[config.mk]
export PLATFORM = sky130hd
export DESIGN_NAME = pistorm_txn_queue_flat
export DESIGN_NICKNAME = d
export VERILOG_FILES = /design/src/rtl/pistorm_pkg.sv /design/src/rtl/pistorm_txn_queue_if.sv /design/src/rtl/pistorm_sync_fifo.sv /design/src/rtl/pistorm_txn_queue.sv /design/src/flat_wrapper.sv
export SDC_FILE = /design/constraint.sdc
export NUM_CORES = 1
export LEC_CHECK = 0
export BUFFER_PORTS_ARGS = -buffer_cell sky130_fd_sc_hd__buf_2
export CORE_ASPECT_RATIO = 1.4
export CORE_MARGIN = 2
export CORE_UTILIZATION = 40
export DETAILED_ROUTE_END_ITERATION = 10
export HOLD_SLACK_MARGIN = 0.1
export PLACE_DENSITY = 0.57
export SYNTH_ARGS = -nofsm -noshare
export SYNTH_HDL_FRONTEND = slang
export SYNTH_SLANG_ARGS = --single-unit
export TNS_END_PERCENT = 20
[constraint.sdc]
create_clock -name c200m -period 5.55 [get_ports c200m]
set_clock_uncertainty 0.15 [all_clocks]
set_input_delay 0.2775 -clock c200m [delete_from_list [all_inputs] [get_ports c200m]]
set_output_delay 0.2775 -clock c200m [all_outputs]
set_load 0.01 [all_outputs]
[src/rtl/pistorm_pkg.sv]
// Shared register map, control bit positions and queue entry type for the
// Pi-side transaction queue.
package pistorm_pkg;

    localparam logic [1:0] REG_DATA    = 2'd0;
    localparam logic [1:0] REG_ADDR_LO = 2'd1;
    localparam logic [1:0] REG_ADDR_HI = 2'd2;
    localparam logic [1:0] REG_STATUS  = 2'd3;

    localparam int SIZE_BIT = 8;
    localparam int RW_BIT   = 9;

    typedef struct packed {
        logic [23:0] addr;
        logic [15:0] data;
        logic        rw;
        logic        uds_n;
        logic        lds_n;
    } txn_t;

    localparam txn_t TXN_IDLE = '{addr: 24'h0, data: 16'h0, rw: 1'b0, uds_n: 1'b1, lds_n: 1'b1};

    // ctrl is the low ten bits of the ADDR_HI write: address bits, size and direction.
    function automatic txn_t build_txn(input logic [9:0]  ctrl,
                                       input logic [15:0] lo,
                                       input logic [15:0] data,
                                       input logic        a0);
        txn_t t;
        t.addr = {ctrl[7:0], lo};
        t.data = data;
        t.rw   = ctrl[RW_BIT];
        if (ctrl[SIZE_BIT]) begin
            t.uds_n = a0;
            t.lds_n = ~a0;
        end else begin
            t.uds_n = 1'b0;
            t.lds_n = 1'b0;
        end
        return t;
    endfunction

endpackage

[src/rtl/pistorm_txn_queue_if.sv]
// Handshake between the transaction queue (master) and the 68K bus engine (slave).
interface pistorm_txn_queue_if #(
    parameter int AW = 24,
    parameter int DW = 16
);
    logic          op_valid;
    logic          op_ready;
    logic [AW-1:0] op_addr;
    logic [DW-1:0] op_data;
    logic          op_rw;
    logic          op_uds_n;
    logic          op_lds_n;
    logic          op_done;
    logic [DW-1:0] op_rdata;

    modport master (
        output op_valid, op_addr, op_data, op_rw, op_uds_n, op_lds_n,
        input  op_ready, op_done, op_rdata
    );

    modport slave (
        input  op_valid, op_addr, op_data, op_rw, op_uds_n, op_lds_n,
        output op_ready, op_done, op_rdata
    );
endinterface

[src/rtl/pistorm_sync_fifo.sv]
// In-order DEPTH x txn_t queue; also exposes the head and fill level as they
// will be after the current edge so the owner can register its outputs.
module pistorm_sync_fifo
    import pistorm_pkg::*;
#(
    parameter int DEPTH = 4
) (
    input  logic                  clk,
    input  logic                  rst,
    input  logic                  push,
    input  logic                  pop,
    input  txn_t                  din,
    output txn_t                  head_next,
    output logic                  full,
    output logic                  empty,
    output logic [$clog2(DEPTH):0] level,
    output logic [$clog2(DEPTH):0] level_next
);
    localparam int PW = $clog2(DEPTH);
    localparam logic [PW:0] CAP = (PW+1)'(DEPTH);

    txn_t          mem [DEPTH];
    logic [PW-1:0] rd_ptr;
    logic [PW-1:0] wr_ptr;
    logic [PW-1:0] rd_ptr_nxt;
    logic          push_ok;
    logic          pop_ok;

    assign full    = (level == CAP);
    assign empty   = (level == '0);
    assign pop_ok  = pop && !empty;
    assign push_ok = push && (!full || pop_ok);

    // A push landing on the slot that becomes head must bypass the memory.
    always_comb begin
        rd_ptr_nxt = pop_ok ? rd_ptr + PW'(1) : rd_ptr;
        level_next = level;
        case ({push_ok, pop_ok})
            2'b10:   level_next = level + (PW+1)'(1);
            2'b01:   level_next = level - (PW+1)'(1);
            default: level_next = level;
        endcase
        head_next = (push_ok && (wr_ptr == rd_ptr_nxt)) ? din : mem[rd_ptr_nxt];
    end

    always_ff @(posedge clk) begin
        if (rst) begin
            rd_ptr <= '0;
            wr_ptr <= '0;
            level  <= '0;
            for (int i = 0; i < DEPTH; i++) mem[i] <= '0;
        end else begin
            if (push_ok) begin
                mem[wr_ptr] <= din;
                wr_ptr      <= wr_ptr + PW'(1);
            end
            rd_ptr <= rd_ptr_nxt;
            level  <= level_next;
        end
    end

endmodule

[src/rtl/pistorm_txn_queue.sv]
// Pi-side transaction assembler and posted-write queue feeding the 68K bus engine.
// Build option POSTED_WRITE_EN: busy only on full queue or pending read; otherwise legacy busy.
module pistorm_txn_queue
    import pistorm_pkg::*;
#(
    parameter int DEPTH = 4,
    parameter int AW    = 24,
    parameter int DW    = 16
) (
    input  logic                   c200m,
    input  logic                   rst,
    input  logic                   pi_wr_stb,
    input  logic [1:0]             pi_reg,
    input  logic [DW-1:0]          pi_wdata,
    pistorm_txn_queue_if.master    op,
    output logic [DW-1:0]          rd_data,
    output logic                   rd_valid,
    output logic                   txn_busy,
    output logic                   overflow,
    output logic [$clog2(DEPTH):0] level
);
    localparam int LW  = $clog2(DEPTH) + 1;
    localparam int RCW = $clog2(DEPTH + 2);

    logic [DW-1:0]  data_stage;
    logic [DW-1:0]  addr_lo;
    logic           a0;
    logic           commit;
    logic           pop;
    logic           full;
    logic           empty;
    logic           push_ok;
    logic           read_push;
    logic           done_ok;
    logic           read_done;
    logic           outstanding;
    logic           outstanding_nxt;
    logic           inflight_rw;
    logic           valid_nxt;
    logic           busy_nxt;
    logic           op_valid_q;
    txn_t           new_txn;
    txn_t           head_next;
    txn_t           op_q;
    logic [LW-1:0]  level_nxt;
    logic [RCW-1:0] read_cnt;
    logic [RCW-1:0] read_cnt_nxt;

    assign commit    = pi_wr_stb && (pi_reg == REG_ADDR_HI);
    assign new_txn   = build_txn(pi_wdata[9:0], addr_lo, data_stage, a0);
    assign pop       = op_valid_q && op.op_ready && !empty;
    assign push_ok   = commit && (!full || pop);
    assign read_push = push_ok && new_txn.rw;
    assign done_ok   = op.op_done && outstanding;
    assign read_done = done_ok && inflight_rw;

    assign op.op_valid = op_valid_q;
    assign op.op_addr  = AW'(op_q.addr);
    assign op.op_data  = op_q.data;
    assign op.op_rw    = op_q.rw;
    assign op.op_uds_n = op_q.uds_n;
    assign op.op_lds_n = op_q.lds_n;

    pistorm_sync_fifo #(.DEPTH(DEPTH)) u_fifo (
        .clk        (c200m),
        .rst        (rst),
        .push       (commit),
        .pop        (pop),
        .din        (new_txn),
        .head_next  (head_next),
        .full       (full),
        .empty      (empty),
        .level      (level),
        .level_next (level_nxt)
    );

    always_ff @(posedge c200m) begin
        if (rst) begin
            data_stage <= '0;
            addr_lo    <= '0;
            a0         <= 1'b0;
        end else if (pi_wr_stb) begin
            case (pi_reg)
                REG_DATA:    data_stage <= pi_wdata;
                REG_ADDR_LO: begin
                    addr_lo <= pi_wdata;
                    a0      <= pi_wdata[0];
                end
                REG_ADDR_HI, REG_STATUS: ;
            endcase
        end
    end

    // Reads are counted rather than flagged so a read queued behind another keeps busy asserted.
    always_comb begin
        outstanding_nxt = outstanding;
        if (pop)          outstanding_nxt = 1'b1;
        else if (done_ok) outstanding_nxt = 1'b0;

        read_cnt_nxt = read_cnt;
        if (read_push && !read_done)      read_cnt_nxt = read_cnt + RCW'(1);
        else if (read_done && !read_push) read_cnt_nxt = read_cnt - RCW'(1);

        valid_nxt = (level_nxt != '0) && !outstanding_nxt;
`ifdef POSTED_WRITE_EN
        busy_nxt = (level_nxt == LW'(DEPTH)) || (read_cnt_nxt != '0);
`else
        busy_nxt = (level_nxt != '0) || outstanding_nxt || commit;
`endif
    end

    always_ff @(posedge c200m) begin
        if (rst) begin
            op_valid_q  <= 1'b0;
            op_q        <= TXN_IDLE;
            outstanding <= 1'b0;
            inflight_rw <= 1'b0;
            read_cnt    <= '0;
            rd_data     <= '0;
            rd_valid    <= 1'b0;
            txn_busy    <= 1'b0;
            overflow    <= 1'b0;
        end else begin
            op_valid_q  <= valid_nxt;
            op_q        <= valid_nxt ? head_next : TXN_IDLE;
            outstanding <= outstanding_nxt;
            read_cnt    <= read_cnt_nxt;
            txn_busy    <= busy_nxt;
            if (pop) inflight_rw <= op_q.rw;
            if (read_done) rd_data <= op.op_rdata;
            if (commit && new_txn.rw) rd_valid <= 1'b0;
            else if (read_done)       rd_valid <= 1'b1;
            if (commit && full && !pop) overflow <= 1'b1;
        end
    end

endmodule

[src/flat_wrapper.sv]
// flat-port wrapper written by rule: the top's interface ports become plain ports
module pistorm_txn_queue_flat import pistorm_pkg::*;
#(
    parameter int DEPTH = 4,
    parameter int AW    = 24,
    parameter int DW    = 16
)
  (c200m, rst, pi_wr_stb, pi_reg, pi_wdata, rd_data, rd_valid, txn_busy, overflow, level, op_op_valid, op_op_addr, op_op_data, op_op_rw, op_op_uds_n, op_op_lds_n, op_op_ready, op_op_done, op_op_rdata);
  pistorm_txn_queue_if #(.AW(AW), .DW(DW)) op_i ();
  input  logic c200m;
  input  logic rst;
  input  logic pi_wr_stb;
  input  logic [1:0] pi_reg;
  input  logic [DW-1:0] pi_wdata;
  output logic [DW-1:0] rd_data;
  output logic rd_valid;
  output logic txn_busy;
  output logic overflow;
  output logic [$clog2(DEPTH):0] level;
  output wire logic [$bits(op_i.op_valid)-1:0] op_op_valid;
  output wire logic [$bits(op_i.op_addr)-1:0] op_op_addr;
  output wire logic [$bits(op_i.op_data)-1:0] op_op_data;
  output wire logic [$bits(op_i.op_rw)-1:0] op_op_rw;
  output wire logic [$bits(op_i.op_uds_n)-1:0] op_op_uds_n;
  output wire logic [$bits(op_i.op_lds_n)-1:0] op_op_lds_n;
  input wire logic [$bits(op_i.op_ready)-1:0] op_op_ready;
  input wire logic [$bits(op_i.op_done)-1:0] op_op_done;
  input wire logic [$bits(op_i.op_rdata)-1:0] op_op_rdata;
  assign op_op_valid = op_i.op_valid;
  assign op_op_addr = op_i.op_addr;
  assign op_op_data = op_i.op_data;
  assign op_op_rw = op_i.op_rw;
  assign op_op_uds_n = op_i.op_uds_n;
  assign op_op_lds_n = op_i.op_lds_n;
  assign op_i.op_ready = op_op_ready;
  assign op_i.op_done = op_op_done;
  assign op_i.op_rdata = op_op_rdata;
  pistorm_txn_queue #(.DEPTH(DEPTH), .AW(AW), .DW(DW)) u_core (.c200m(c200m), .rst(rst), .pi_wr_stb(pi_wr_stb), .pi_reg(pi_reg), .pi_wdata(pi_wdata), .op(op_i), .rd_data(rd_data), .rd_valid(rd_valid), .txn_busy(txn_busy), .overflow(overflow), .level(level));
endmodule
Word level (Yosys, flattened, before mapping)
Memory sizes are Yosys's and may differ from the RTL's. A register that Yosys moved wholly into a read port is not among the register bits.
Cells that the tools add are included.
{"block": "word_totals", "out_inout_bits": 66, "ram_bits": 172, "in_bits": 39, "elab_cells": 64, "reg_bits": 62, "memories": 1}
{"memory": "u_core.u_fifo.mem", "depth": 4, "word_bits": 43, "read_ports": 1, "rd_clocked_by_memory_dff": 1, "wr": 4, "line_no": "pistorm_sync_fifo.sv:22", "rtl": "txn_t mem [DEPTH];"}
{"block": "classes", "bitwise": 2, "n_mux": 13, "n_eq_ne": 5, "n_reduce_logical": 26, "add_sub_neg": 4}
{"cell": "43-bit two-way mux", "n": 1}
{"cell": "43-bit OR reduction", "n": 1}
{"cell": "1-bit logical AND", "n": 11}
{"cell": "1-bit two-way mux", "n": 8}
{"cell": "2-bit two-way mux", "n": 3}
{"cell": "3-bit one-hot mux with 2 select lines", "n": 1}
{"cell": "2-bit by 1-bit adder with 2-bit output, second input constant", "n": 2}
{"cell": "2-bit by 1-bit equality test with 1-bit output, second input constant", "n": 2}
{"cell": "2-bit equality test, second input constant", "n": 2}
{"cell": "1-bit logical NOT", "n": 4}
{"cell": "2-bit AND reduction", "n": 2}
{"cell": "2-bit OR reduction", "n": 2}
{"cell": "3-bit by 1-bit adder with 3-bit output, second input constant", "n": 1}
{"cell": "3-bit equality test, second input constant", "n": 1}
{"cell": "3-bit logical NOT", "n": 1}
{"cell": "1-bit logical OR", "n": 3}
{"cell": "3-bit nonzero test", "n": 1}
{"cell": "3-bit by 1-bit subtractor with 3-bit output, second input constant", "n": 1}
{"cell": "2-bit logical NOT", "n": 1}
{"cell": "1-bit inverter", "n": 2}

Longest topological paths before layout
{"block": "depth", "word_depth": 12, "depth_mapped": 15, "ltp_nobuf": 11}

Hierarchy
A second synthesis with hierarchy kept.
{"block": "hier_totals", "cells_unflattened": 1247, "hier_area_um2": 12727.2}
{"mod": "pistorm_sync_fifo", "area_each_um2": 9645.5, "instances": 1, "cells_each": 919}
{"mod": "pistorm_txn_queue", "area_each_um2": 3081.7, "instances": 1, "cells_each": 328}

Worst setup path after synthesis
Ideal clock, no wire load.
{"block": "synth_timing", "kind": "flip-flop to flip-flop", "from": "register u_core.u_fifo.level[0]", "to": "memory u_core.u_fifo.mem[3][0] (netlist bit), enable pin", "period_less_slack_ns": 4.969, "setup_slack_ns": 0.581, "required_time_ns": 4.897, "arrival_time_ns": 4.316, "stages_incl_launch_ff": 6, "setup_time_ns": 0.503, "cell_sequence": "dfxtp_1 -> clkbuf_1 -> a211oi_1 -> a21oi_1 -> nand2_1 -> o21ai_0"}
{"element": "from (decl)", "line_no": "pistorm_sync_fifo.sv:16", "rtl": "output logic [$clog2(DEPTH):0] level,"}
{"element": "from (signal assigned)", "line_no": "pistorm_sync_fifo.sv:58", "rtl": "level <= level_next;"}
{"element": "to (decl)", "line_no": "pistorm_sync_fifo.sv:22"}

Final worst setup path
{"block": "layout_timing", "from": "register u_core.u_fifo.level[0]", "to": "register u_core.op_q, in the netlist u_core.op.op_data[10]"}
{"block": "layout_via", "elab_chain_cells": 12, "elab_cells_between_ends": 20, "classes_between": "2 x add/sub; 3 x eq/ne; 3 x mux; 1 x bitwise; 11 x reduce/logical"}
{"element": "3-bit logical NOT", "line_no": "pistorm_sync_fifo.sv:30", "rtl": "assign empty = (level == '0);"}
{"element": "1-bit logical NOT", "line_no": "pistorm_sync_fifo.sv:31, pistorm_txn_queue.sv:51"}
{"element": "1-bit logical AND", "line_no": "pistorm_txn_queue.sv:51", "rtl": "assign pop = op_valid_q && op.op_ready && !empty;"}
{"element": "1-bit logical AND", "line_no": "pistorm_sync_fifo.sv:31", "rtl": "assign pop_ok = pop && !empty;"}
{"element": "1-bit logical OR", "line_no": "pistorm_sync_fifo.sv:32", "rtl": "assign push_ok = push && (!full || pop_ok);"}
{"element": "1-bit logical AND", "line_no": "pistorm_sync_fifo.sv:32"}
{"element": "2-bit by 1-bit equality test with 1-bit output or 2-bit equality test (tied branches)", "line_no": "pistorm_sync_fifo.sv:38", "rtl": "case ({push_ok, pop_ok})"}
{"element": "3-bit one-hot mux with 2 select lines", "line_no": "pistorm_sync_fifo.sv:38"}
{"element": "3-bit nonzero test", "line_no": "pistorm_txn_queue.sv:104", "rtl": "valid_nxt = (level_nxt != '0) && !outstanding_nxt;"}
{"element": "1-bit logical AND", "line_no": "pistorm_txn_queue.sv:104"}
{"element": "1-bit inverter (no source line)"}
{"element": "2-bit OR reduction (no source line)"}
{"element": "to (signal assigned)", "line_no": "pistorm_txn_queue.sv:125", "rtl": "op_q <= valid_nxt ? head_next : TXN_IDLE;"}
{"element": "to (decl)", "line_no": "pistorm_txn_queue.sv:44", "rtl": "txn_t op_q;"}
Parallel ways exist; a longest one is shown, timed or not.
A chain may end at the register's enable or synchronous reset.

==> results.txt <==
Final antenna diode count: 0
Final hold vios: 0
Number of global-route vias before repair: 11180
Sequential cell area fraction in the yosys report: 53.84%
Power Total: 4.471 mW
Mean Syn Cell Area: 9.126 sq um
Routability congestion estimate from global placement: 0.7792
Synth Register Bits: 276
CP startpoint kind: register
Met2 usage in global routing: 41.60%
Horizontal die dimension: 159.0 um
Cell area after synthesis: 13460 sq um
Post-detailed-placement cell area: 14310 sq um
Clock latency on the worst-skew pair: 0.56 ns
Global routing usage on met3: 2.418%
Post-cts resize count: 0
Number of fillers in the final layout: 3242
Final Max Slew Viols: 0
Initial Util: 40.53%
Non-filler instance count after layout: 2001
Distinct cell type count after synthesis: 51
Final clock period utilization by the worst path: 76.73%
Number of placement rows: 79
Number of clock sinks: 276
Final net count: 1575
# placed instances: 1915
Worst-path fanout max: 51
Number of warnings issued by yosys: 0
Met1 layer usage reported by global route: 28.59%
Floorplan Core Area: 33210 sq um
Gate count of the mapped netlist: 1475
Post-Route Setup TNS: 0 ns
Count of flip-flops with a built-in enable after synthesis: 172
Element type at the critical path end: register
Chip Height: 221.1 um
Busiest layer in global routing: met2
Number of buffers created by CTS: 28
Type of the most critical hold path: in2reg
Number of port buffers: 104
Post-synthesis to final-layout area growth: 15.63%
Share of flip-flops with an asynchronous set or reset after synthesis: 0%
Routed via count divided by cell count: 5.659
Total wirelength of the detailed-routed design: 40850 um
WL per Instance: 20.41 um
Number of buffers between clock root and the deepest sink: 3
Worst Tran Pin Value: 1.040 ns
Count of endpoints failing setup in the final report: 0
Clock tree from TritonCTS: done
Result of the run: finished clean
Pre-CTS worst setup slack: 1.310 ns
Clock transition at the registers of the reported paths: 0.06 ns
Worst supply voltage drop on vdd: 0.0002014 V
RSZ-0062 raised after global routing: no
Net count after synthesis: 1516
First-pass GRT wire length: 63650 um
Clock period minus worst slack: 4.258 ns
Start-to-end type of the worst setup path: reg2reg
Final cell utilization of the core: 46.87%
Peak Freq: 234.8 MHz
Global route overflow: 0
Placed wire-length estimate: 22920 um
Overall fraction of global-route tracks in use: 22.87%
Worst endpoint data arrival time: 4.59 ns
Area occupied by multi-input gates: 5587 sq um
Number of violations reported at the end of detailed-routing iteration 0: 767
Worst setup slack after layout: 1.292 ns
Relative slew slack: 30.65%
Antenna violations before repair: 0
Fraction of layout cells with a size suffix above 1: 12.85%
Die Area: 35150 sq um
H-tree lvl count: 1
Final-layout worst hold slack: 0.1357 ns
Ys flop type: edfxtp_1
Remaining DRCs: 0
Static Leakage: 5.762 nW
Total non-filler cell area in the finished layout: 15560 sq um
Sequential cell area: 7254 sq um
Crit path required time: 5.88 ns
Largest net degree at the start of global routing: 90
Remaining antenna violation count after routing: 0
I/O pin count: 105
Via count of the routed design: 11320
Max-capacitance violation count: 0
Power Dens Cells: 287.3 nW/um^2
Root buf cell: clkbuf_16
First-pass DRT Iterations: 5
-- synthesized netlist by cell type (2+ instances only) --
| cell | n | area (sq um) |
|---|---|---|
| a211oi_1 | 3 | 22.52 |
| a21oi_1 | 92 | 460.4 |
| a31oi_1 | 2 | 12.51 |
| and2_1 | 42 | 262.8 |
| and3b_1 | 3 | 26.28 |
| buf_1 | 7 | 26.28 |
| buf_2 | 3 | 15.01 |
| buf_4 | 4 | 30.03 |
| clkbuf_1 | 120 | 450.4 |
| dfxtp_1 | 104 | 2082 |
| edfxtp_1 | 172 | 5165 |
| inv_1 | 47 | 176.4 |
| inv_2 | 2 | 7.510 |
| mux2i_1 | 42 | 420.4 |
| mux4_2 | 2 | 45.04 |
| nand2_1 | 223 | 837.1 |
| nand2b_1 | 4 | 25.02 |
| nand3_1 | 82 | 410.4 |
| nand3b_1 | 44 | 330.3 |
| nand4_1 | 39 | 244.0 |
| nand4b_1 | 2 | 17.52 |
| nor2_1 | 107 | 401.6 |
| nor3_1 | 166 | 830.8 |
| nor3b_1 | 40 | 300.3 |
| nor4_1 | 2 | 12.51 |
| o2111ai_1 | 2 | 17.52 |
| o21ai_0 | 48 | 240.2 |
| or2_2 | 2 | 12.51 |
| or3_1 | 41 | 256.5 |
| xnor2_1 | 6 | 52.55 |
| xnor3_1 | 2 | 45.04 |
-- state kept, by name, indices dropped and copies added (netlist names), 2 cells and up --
signal and count:
u_core.addr_lo 16, u_core.data_stage 16, u_core.op.op_addr 24, u_core.op.op_data 16, u_core.rd_data 16, u_core.u_fifo.level 3
u_core.u_fifo.mem 172, u_core.u_fifo.rd_ptr 2, u_core.u_fifo.wr_ptr 2
-- cell type report --
| class | instances | share of cell area [%] |
|---|---|---|
| clock inverter | 10 | 0.4743 |
| multi-input combinational | 1016 | 35.89 |
| inverter | 49 | 1.198 |
| tap | 445 | 3.577 |
| clock buffer | 42 | 5.434 |
| sequential | 276 | 46.61 |
| timing repair buffer | 163 | 6.817 |
-- power by group --
part / internal [mW] / leakage, nW / switching, mW
Sequential: 2.24 / 2.63 / 0.0434
Combinational: 0.0947 / 2.67 / 0.181
Clock: 1.10 / 0.461 / 0.813
-- timing repair --
action | in CTS | in global routing
hold endpoints to repair | 98 | 0
hold buffers | 34 | 0
setup buffers | 0 | 0
-- layer usage --
layer / part of all wire (%) / vias up
met1: 41 / 5625
met3: 5.1 / 71
met2: 52 / 333
met5: 0 / -
li1: - / 5295
met4: 2.5 / 0
-- placed cells by master, fill, tap and decap left out, types with 42 or more instances in the layout --
| cell | n |
|---|---|
| a21oi_1 | 92 |
| and2_1 | 42 |
| buf_2 | 104 |
| dfxtp_1 | 102 |
| edfxtp_1 | 172 |
| inv_1 | 47 |
| mux2i_1 | 42 |
| nand2_1 | 223 |
| nand3_1 | 82 |
| nand3b_1 | 44 |
| nor2_1 | 107 |
| nor3_1 | 165 |
| o21ai_0 | 45 |
-- critical path, cell delays in order, from the launching register on --
cell and delay, ns:
dfxtp_1 0.54, a211oi_1 0.19, a21oi_1 0.40, inv_1 0.23, ha_1 0.30, fa_1 0.41
xnor2_1 0.34, nand4b_1 0.20, o2111ai_1 0.19, inv_2 0.56, buf_12 0.33, nand4_1 0.14
mux2i_1 0.16
-- final timing paths --
kind                                              from                     to  slack [ns]  cells after the start
worst max-delay path            u_core.u_fifo.level[0]  u_core.op.op_data[10]        1.29                     12
worst min-delay path                         pi_reg[0]   u_core.data_stage[7]        0.14                      5
worst max register to register  u_core.u_fifo.level[0]  u_core.op.op_data[10]        1.29                     12
worst min register to register      u_core.rd_data[12]     u_core.rd_data[12]        0.30                      2
-- cell families after synthesis --
family / count (synthesis) / synth area share [%]
xor+xnor: 10 / 0.9110
buf+inv: 183 / 5.243
simple gates: 800 / 29.63
mux: 46 / 3.625
fa+ha+maj: 2 / 0.2417
compound gates: 158 / 6.507
flops: 276 / 53.84
Power figures use the tool's default switching activity.
